### config.mk
export PLATFORM = sky130hd
export DESIGN_NAME = ws2812_frame_sched
export DESIGN_NICKNAME = d
export VERILOG_FILES = /design/src/rtl/ws2812_frame_sched.sv
export SDC_FILE = /design/constraint.sdc
export NUM_CORES = 1
export LEC_CHECK = 0
export CAP_MARGIN = 20
export CELL_PAD_IN_SITES_DETAIL_PLACEMENT = 0
export CELL_PAD_IN_SITES_GLOBAL_PLACEMENT = 1
export CORE_ASPECT_RATIO = 1.25
export CORE_MARGIN = 4
export CORE_UTILIZATION = 55
export DETAILED_ROUTE_END_ITERATION = 10
export PLACE_DENSITY_LB_ADDON = 0.1
export SLEW_MARGIN = 40
export SYNTH_ARGS = -nofsm -noshare
export SYNTH_HDL_FRONTEND = slang
export SYNTH_SLANG_ARGS = --single-unit
### constraint.sdc
create_clock -name clk -period 5.4 [get_ports clk]
set_clock_uncertainty 0.2 [all_clocks]
set_input_delay 1.08 -clock clk [delete_from_list [all_inputs] [get_ports clk]]
set_output_delay 1.08 -clock clk [all_outputs]
set_load 0.02 [all_outputs]
### src/rtl/ws2812_frame_sched.sv
// WS2812 frame scheduler: CPU-written pixel RAM walked one pixel per handshake, then a latch gap.
// Optional macro WS2812_BRIGHTNESS_EN adds bright[7:0] and a registered SCALE stage.
module ws2812_frame_sched #(
  parameter int NUM_LEDS     = 8,
  parameter int RESET_CYCLES = 1280,
  parameter int ADDR_W       = 8
) (
  input  logic              clk,
  input  logic              resetn,
  input  logic              pix_we,
  input  logic [ADDR_W-1:0] pix_addr,
  input  logic [23:0]       pix_wdata,
  input  logic              start,
  input  logic              auto_en,
`ifdef WS2812_BRIGHTNESS_EN
  input  logic [7:0]        bright,
`endif
  output logic              px_valid,
  output logic [23:0]       px_data,
  output logic              px_last,
  input  logic              px_ready,
  input  logic              ser_idle,
  output logic              busy,
  output logic              frame_done
);

  localparam int IDX_W = (NUM_LEDS > 1) ? $clog2(NUM_LEDS) : 1;
  localparam int CNT_W = (RESET_CYCLES > 1) ? $clog2(RESET_CYCLES) : 1;
  localparam logic [IDX_W-1:0] LAST_IDX = IDX_W'(NUM_LEDS - 1);
  localparam logic [CNT_W-1:0] GAP_LOAD = CNT_W'(RESET_CYCLES - 1);

  typedef enum logic [2:0] {
    IDLE,
    FETCH,
    LOAD,
`ifdef WS2812_BRIGHTNESS_EN
    SCALE,
`endif
    SEND,
    DRAIN,
    GAP
  } state_t;

  state_t           state, state_nxt;
  logic [IDX_W-1:0] index;
  logic [CNT_W-1:0] gap_cnt;
  logic             pending;
  logic             go_frame;
  logic [23:0]      mem [NUM_LEDS];
  logic [23:0]      ram_q;

`ifdef WS2812_BRIGHTNESS_EN
  function automatic logic [7:0] scale8(input logic [7:0] c, input logic [7:0] b);
    logic [15:0] prod;
    prod = 16'(c) * (16'(b) + 16'd1);
    return prod[15:8];
  endfunction
`endif

  // Pixel RAM is deliberately not reset; a same-cycle read sees the old word.
  always_ff @(posedge clk) begin
    if (pix_we && (int'(pix_addr) < NUM_LEDS))
      mem[pix_addr[IDX_W-1:0]] <= pix_wdata;
    if (state == FETCH)
      ram_q <= mem[index];
  end

  always_comb begin
    state_nxt = state;
    go_frame  = 1'b0;
    case (state)
      IDLE: begin
        if (start | pending | auto_en) begin
          state_nxt = FETCH;
          go_frame  = 1'b1;
        end
      end
      FETCH: state_nxt = LOAD;
`ifdef WS2812_BRIGHTNESS_EN
      LOAD:  state_nxt = SCALE;
      SCALE: state_nxt = SEND;
`else
      LOAD:  state_nxt = SEND;
`endif
      SEND: begin
        if (px_ready)
          state_nxt = px_last ? DRAIN : FETCH;
      end
      DRAIN: begin
        if (ser_idle)
          state_nxt = GAP;
      end
      GAP: begin
        if (gap_cnt == '0) begin
          if (auto_en | pending) begin
            state_nxt = FETCH;
            go_frame  = 1'b1;
          end else begin
            state_nxt = IDLE;
          end
        end
      end
      default: state_nxt = IDLE;
    endcase
  end

  assign busy       = (state != IDLE);
  assign frame_done = (state == GAP) && (gap_cnt == '0);

  always_ff @(posedge clk or negedge resetn) begin
    if (!resetn) begin
      state    <= IDLE;
      index    <= '0;
      pending  <= 1'b0;
      gap_cnt  <= '0;
      px_valid <= 1'b0;
      px_data  <= '0;
      px_last  <= 1'b0;
    end else begin
      state <= state_nxt;
      // A start seen while busy (including the gap-exit cycle) is owed to a later frame.
      pending <= (pending & ~go_frame) | (start & busy);

      if (go_frame)
        index <= '0;
      else if ((state == SEND) && px_ready && !px_last)
        index <= index + IDX_W'(1);

      case (state)
        LOAD: begin
          px_data <= ram_q;
          px_last <= (index == LAST_IDX);
`ifndef WS2812_BRIGHTNESS_EN
          px_valid <= 1'b1;
`endif
        end
`ifdef WS2812_BRIGHTNESS_EN
        SCALE: begin
          px_data  <= {scale8(px_data[23:16], bright),
                       scale8(px_data[15:8],  bright),
                       scale8(px_data[7:0],   bright)};
          px_valid <= 1'b1;
        end
`endif
        SEND: begin
          if (px_ready)
            px_valid <= 1'b0;
        end
        DRAIN: begin
          if (ser_idle)
            gap_cnt <= GAP_LOAD;
        end
        GAP: begin
          if (gap_cnt != '0)
            gap_cnt <= gap_cnt - CNT_W'(1);
        end
        default: ;
      endcase
    end
  end

endmodule

==> results.json <==
{
  "run_status": "completed",
  "finalMaxSlewViolations": 0,
  "criticalPathCategory": "register to output pin",
  "yosysWarningCount": 0,
  "power.sequential.fraction_pct": 44.7,
  "synth-seq-area-share_pct": 75.8,
  "post_synth_main_area_contributors": "sky130_fd_sc_hd__edfxtp_1, sky130_fd_sc_hd__dfrtp_1, sky130_fd_sc_hd__mux4_2",
  "detail_route.iter0.violations": 407,
  "min_delay_path_depth": 1,
  "clk-insertion-delay-late_ps": 520,
  "detailedPlacementHpwl_mm": 11.2,
  "synth-compound-area-share_pct": 1.91,
  "synth_top_family_by_area": "multiplexers",
  "rows": 54,
  "tritoncts": "done",
  "die_footprint_sq_mm": 0.0204,
  "h-tree-depth": 1,
  "cts-root-to-sink-buffers": 3,
  "post_synth_num_cell_types": 47,
  "vias": 4927,
  "drc": 0,
  "layout.cells.non_filler": 823,
  "grt_setup_unrepaired": "false",
  "worstPathArrival_ps": 3030,
  "rrSetupSlack_ps": 2870,
  "cap_violations": 0,
  "synthMuxAreaShare_pct": 16.6,
  "post-cts-setup-buffers": 0,
  "synth_top_area_share_pct": 64.8,
  "clkSlewWorstSetupHoldPaths_ps": 60,
  "vias_in_the_first_global_route": 5317,
  "postRouteAntennaNets": 0,
  "mappedNetlistArea_sq_mm": 0.0100,
  "grt_first_pass_wirelength_mm": 30.4,
  "total_leakage_power_nw": 3.98,
  "synthesis.area_per_instance_sq_um": 20.4,
  "postCtsHoldBufs": 0,
  "dpl.cell_count": 775,
  "critPathMaxFanout": 9,
  "synthArstFlopShare_pct": 16.9,
  "critPathRequiredTime_ps": 4120,
  "io_pins": 67,
  "worst_slew_pin_slew_ps": 818,
  "post_route_cells_drive_above_1_share_pct": 24.2,
  "hold_violations": 0,
  "timing.final.crit_share_pct": 79.7,
  "synth_top_cell_by_area": "sky130_fd_sc_hd__edfxtp_1",
  "cts_resized": 0,
  "start_util_pct": 56.7,
  "clkSinkCount": 260,
  "fillers": 1134,
  "detail_route.vias_per_cell": 5.99,
  "power_report.internal_total_w": 0.00439,
  "synth.net_count": 533,
  "power.share.combinational_pct": 24.5,
  "worst_hold_path.endpoint": "px_data[16]",
  "area_delta_synth_final_pct": 19.1,
  "type_of_origin_of_the_critical_path": "register",
  "grt_max_degree": 51,
  "num_antenna_cells": 0,
  "hp-class": "register to register",
  "placement.io_buffers": 66,
  "finalWeightedCongestion": 0.793,
  "synth_simple_gate_area_share_pct": 3.95,
  "setup_violations": 0,
  "core_sq_mm": 0.0176,
  "clock_power_share_pct": 30.8,
  "die_extent_in_y_um": 159,
  "power.net_switching_w": 0.00159,
  "r2r-end": "px_data[2]",
  "final.min_clock_period_ps": 4310,
  "timing.setup.tns_ps": 0,
  "proportion_of_total_power_due_to_net_switching_pct": 26.6,
  "drt-pass1-iter-count": 5,
  "die_width_um": 129,
  "peakVddDrop_mv": 0.300,
  "achievable-frequency_mhz": 232,
  "hold_path_startpoint": "ram_q[16]",
  "aggregate_global_route_resource_usage_pct": 19.2,
  "setup.worst_path.end_class": "output pin",
  "post_synth_xor_area_fraction_pct": 0.0875,
  "r2r_worst_path_depth": 4,
  "synth-seq-cells": 260,
  "crit-reg2reg-launch": "state[2]",
  "initial_antenna_violation_count": 0,
  "main_flop_type_after_synthesis": "sky130_fd_sc_hd__edfxtp_1",
  "setup_ws_ps": 1090,
  "clk_root_buffer_cell": "sky130_fd_sc_hd__clkbuf_16",
  "total_placed_instance_area_sq_mm": 0.0110,
  "pwr_density_cell_mw_per_mm2": 502,
  "synth_most_common_cell": "sky130_fd_sc_hd__edfxtp_1",
  "drt-wirelength-per-cell_um": 23.1,
  "routed_wirelength_mm": 19.0,
  "grt.overflow.total": 0,
  "final_cell_area_sq_mm": 0.0119,
  "adder_and_majority_gate_portion_of_the_synthesized_area_pct": 0.375,
  "tritoncts.num_buffers": 26,
  "max_slew_margin_pct": 45.4,
  "layout.nets": 621,
  "synth_enable_flop_cells": 216,
  "synthCells": 491,
  "power.total_w": 0.00599,
  "netlist_top_cells_count": "sky130_fd_sc_hd__edfxtp_1, sky130_fd_sc_hd__mux4_2, sky130_fd_sc_hd__dfrtp_1, sky130_fd_sc_hd__mux2_1, sky130_fd_sc_hd__mux2_2",
  "dpl_worst_slack_ps": 1570
}
-- stage by stage --
stage | util [%] | hold WS [ps]
2_1_floorplan | - | 239
3_3_place_gp | 62.3 | 242
3_5_place_dp | 62.5 | 249
4_1_cts | 67.6 | 265
5_1_grt | 67.6 | 277
6_report | 67.6 | 258
-- area by class of cell --
cell class	instances	area, sq um	share of cell area, %
tap	224	280	2.35
clock inverter	13	163	1.36
multi-input combinational	204	2340	19.6
timing repair buffer	81	793	6.66
sequential	260	7590	63.7
inverter	6	27.5	0.231
clock buffer	35	726	6.09
-- cells by family after synthesis --
kind of cell,count (synthesis)
compound gates,29
xor+xnor,1
fa+ha+maj,3
buf+inv,27
flops,260
mux,100
simple gates,71
-- state kept, by name (all words and copies together) (netlist names) --
name and count:
gap_cnt 11, state 3, ram_q 24, px_data 24
index 3, px_last 1, px_valid 1, pending 1
mem 192
-- critical path, cell delays in order, from the launching register on --
cell and delay [ps]:
sky130_fd_sc_hd__dfrtp_1 370, sky130_fd_sc_hd__inv_1 100, sky130_fd_sc_hd__ha_1 210, sky130_fd_sc_hd__or4b_1 490
sky130_fd_sc_hd__or4_4 630, sky130_fd_sc_hd__clkinv_4 110, sky130_fd_sc_hd__clkdlybuf4s50_1 600
-- layer usage --
metal	part of all wire (%)	global-route usage, %
met1	41	27.0
met3	5.1	3.09
met5	0	0
met4	1.5	4.58
met2	52	31.9
-- worst max-delay path by stage --
stage | start | to | slack (ps) | cells after the start
2_1_floorplan | pix_addr[6] | mem[1][0] | 1460 | 3
3_5_place_dp | pix_addr[6] | mem[0][5] | 1570 | 5
6_report | gap_cnt[0] | frame_done | 1090 | 6
3_3_place_gp | pix_addr[6] | mem[1][6] | 1680 | 5
5_1_grt | gap_cnt[0] | frame_done | 1000 | 6
4_1_cts | gap_cnt[0] | frame_done | 1080 | 6
-- power groups by stage --
stage,registers (W),clock network (W),logic [W]
3_5_place_dp,0.00272,0,0.00149
5_1_grt,0.00271,0.00197,0.00159
2_1_floorplan,0.00274,0,0.000902
4_1_cts,0.00268,0.00188,0.00150
6_report,0.00267,0.00185,0.00147
3_3_place_gp,0.00278,0,0.00135
-- cells in the final DEF (no fill, tap or decap), types with 4 or more instances in the layout --
master	netlist	final
sky130_fd_sc_hd__or3_1	6	6
sky130_fd_sc_hd__clkbuf_1	12	6
sky130_fd_sc_hd__clkinv_2	0	7
sky130_fd_sc_hd__mux2_2	24	24
sky130_fd_sc_hd__dfrtp_1	44	42
sky130_fd_sc_hd__mux2_1	26	26
sky130_fd_sc_hd__nor2_1	16	9
sky130_fd_sc_hd__nand3_1	5	5
sky130_fd_sc_hd__bufinv_16	0	4
sky130_fd_sc_hd__clkbuf_16	0	27
sky130_fd_sc_hd__o21ai_1	5	5
sky130_fd_sc_hd__inv_1	5	5
sky130_fd_sc_hd__edfxtp_1	216	216
sky130_fd_sc_hd__nand2b_1	6	6
sky130_fd_sc_hd__buf_4	0	13
sky130_fd_sc_hd__mux4_2	48	48
sky130_fd_sc_hd__nand2_1	8	8
sky130_fd_sc_hd__nor3_1	12	10
sky130_fd_sc_hd__a21oi_1	7	7
sky130_fd_sc_hd__nor2_2	0	7
sky130_fd_sc_hd__clkdlybuf4s50_1	0	65
No activity file was read; power rests on OpenSTA's default activity.
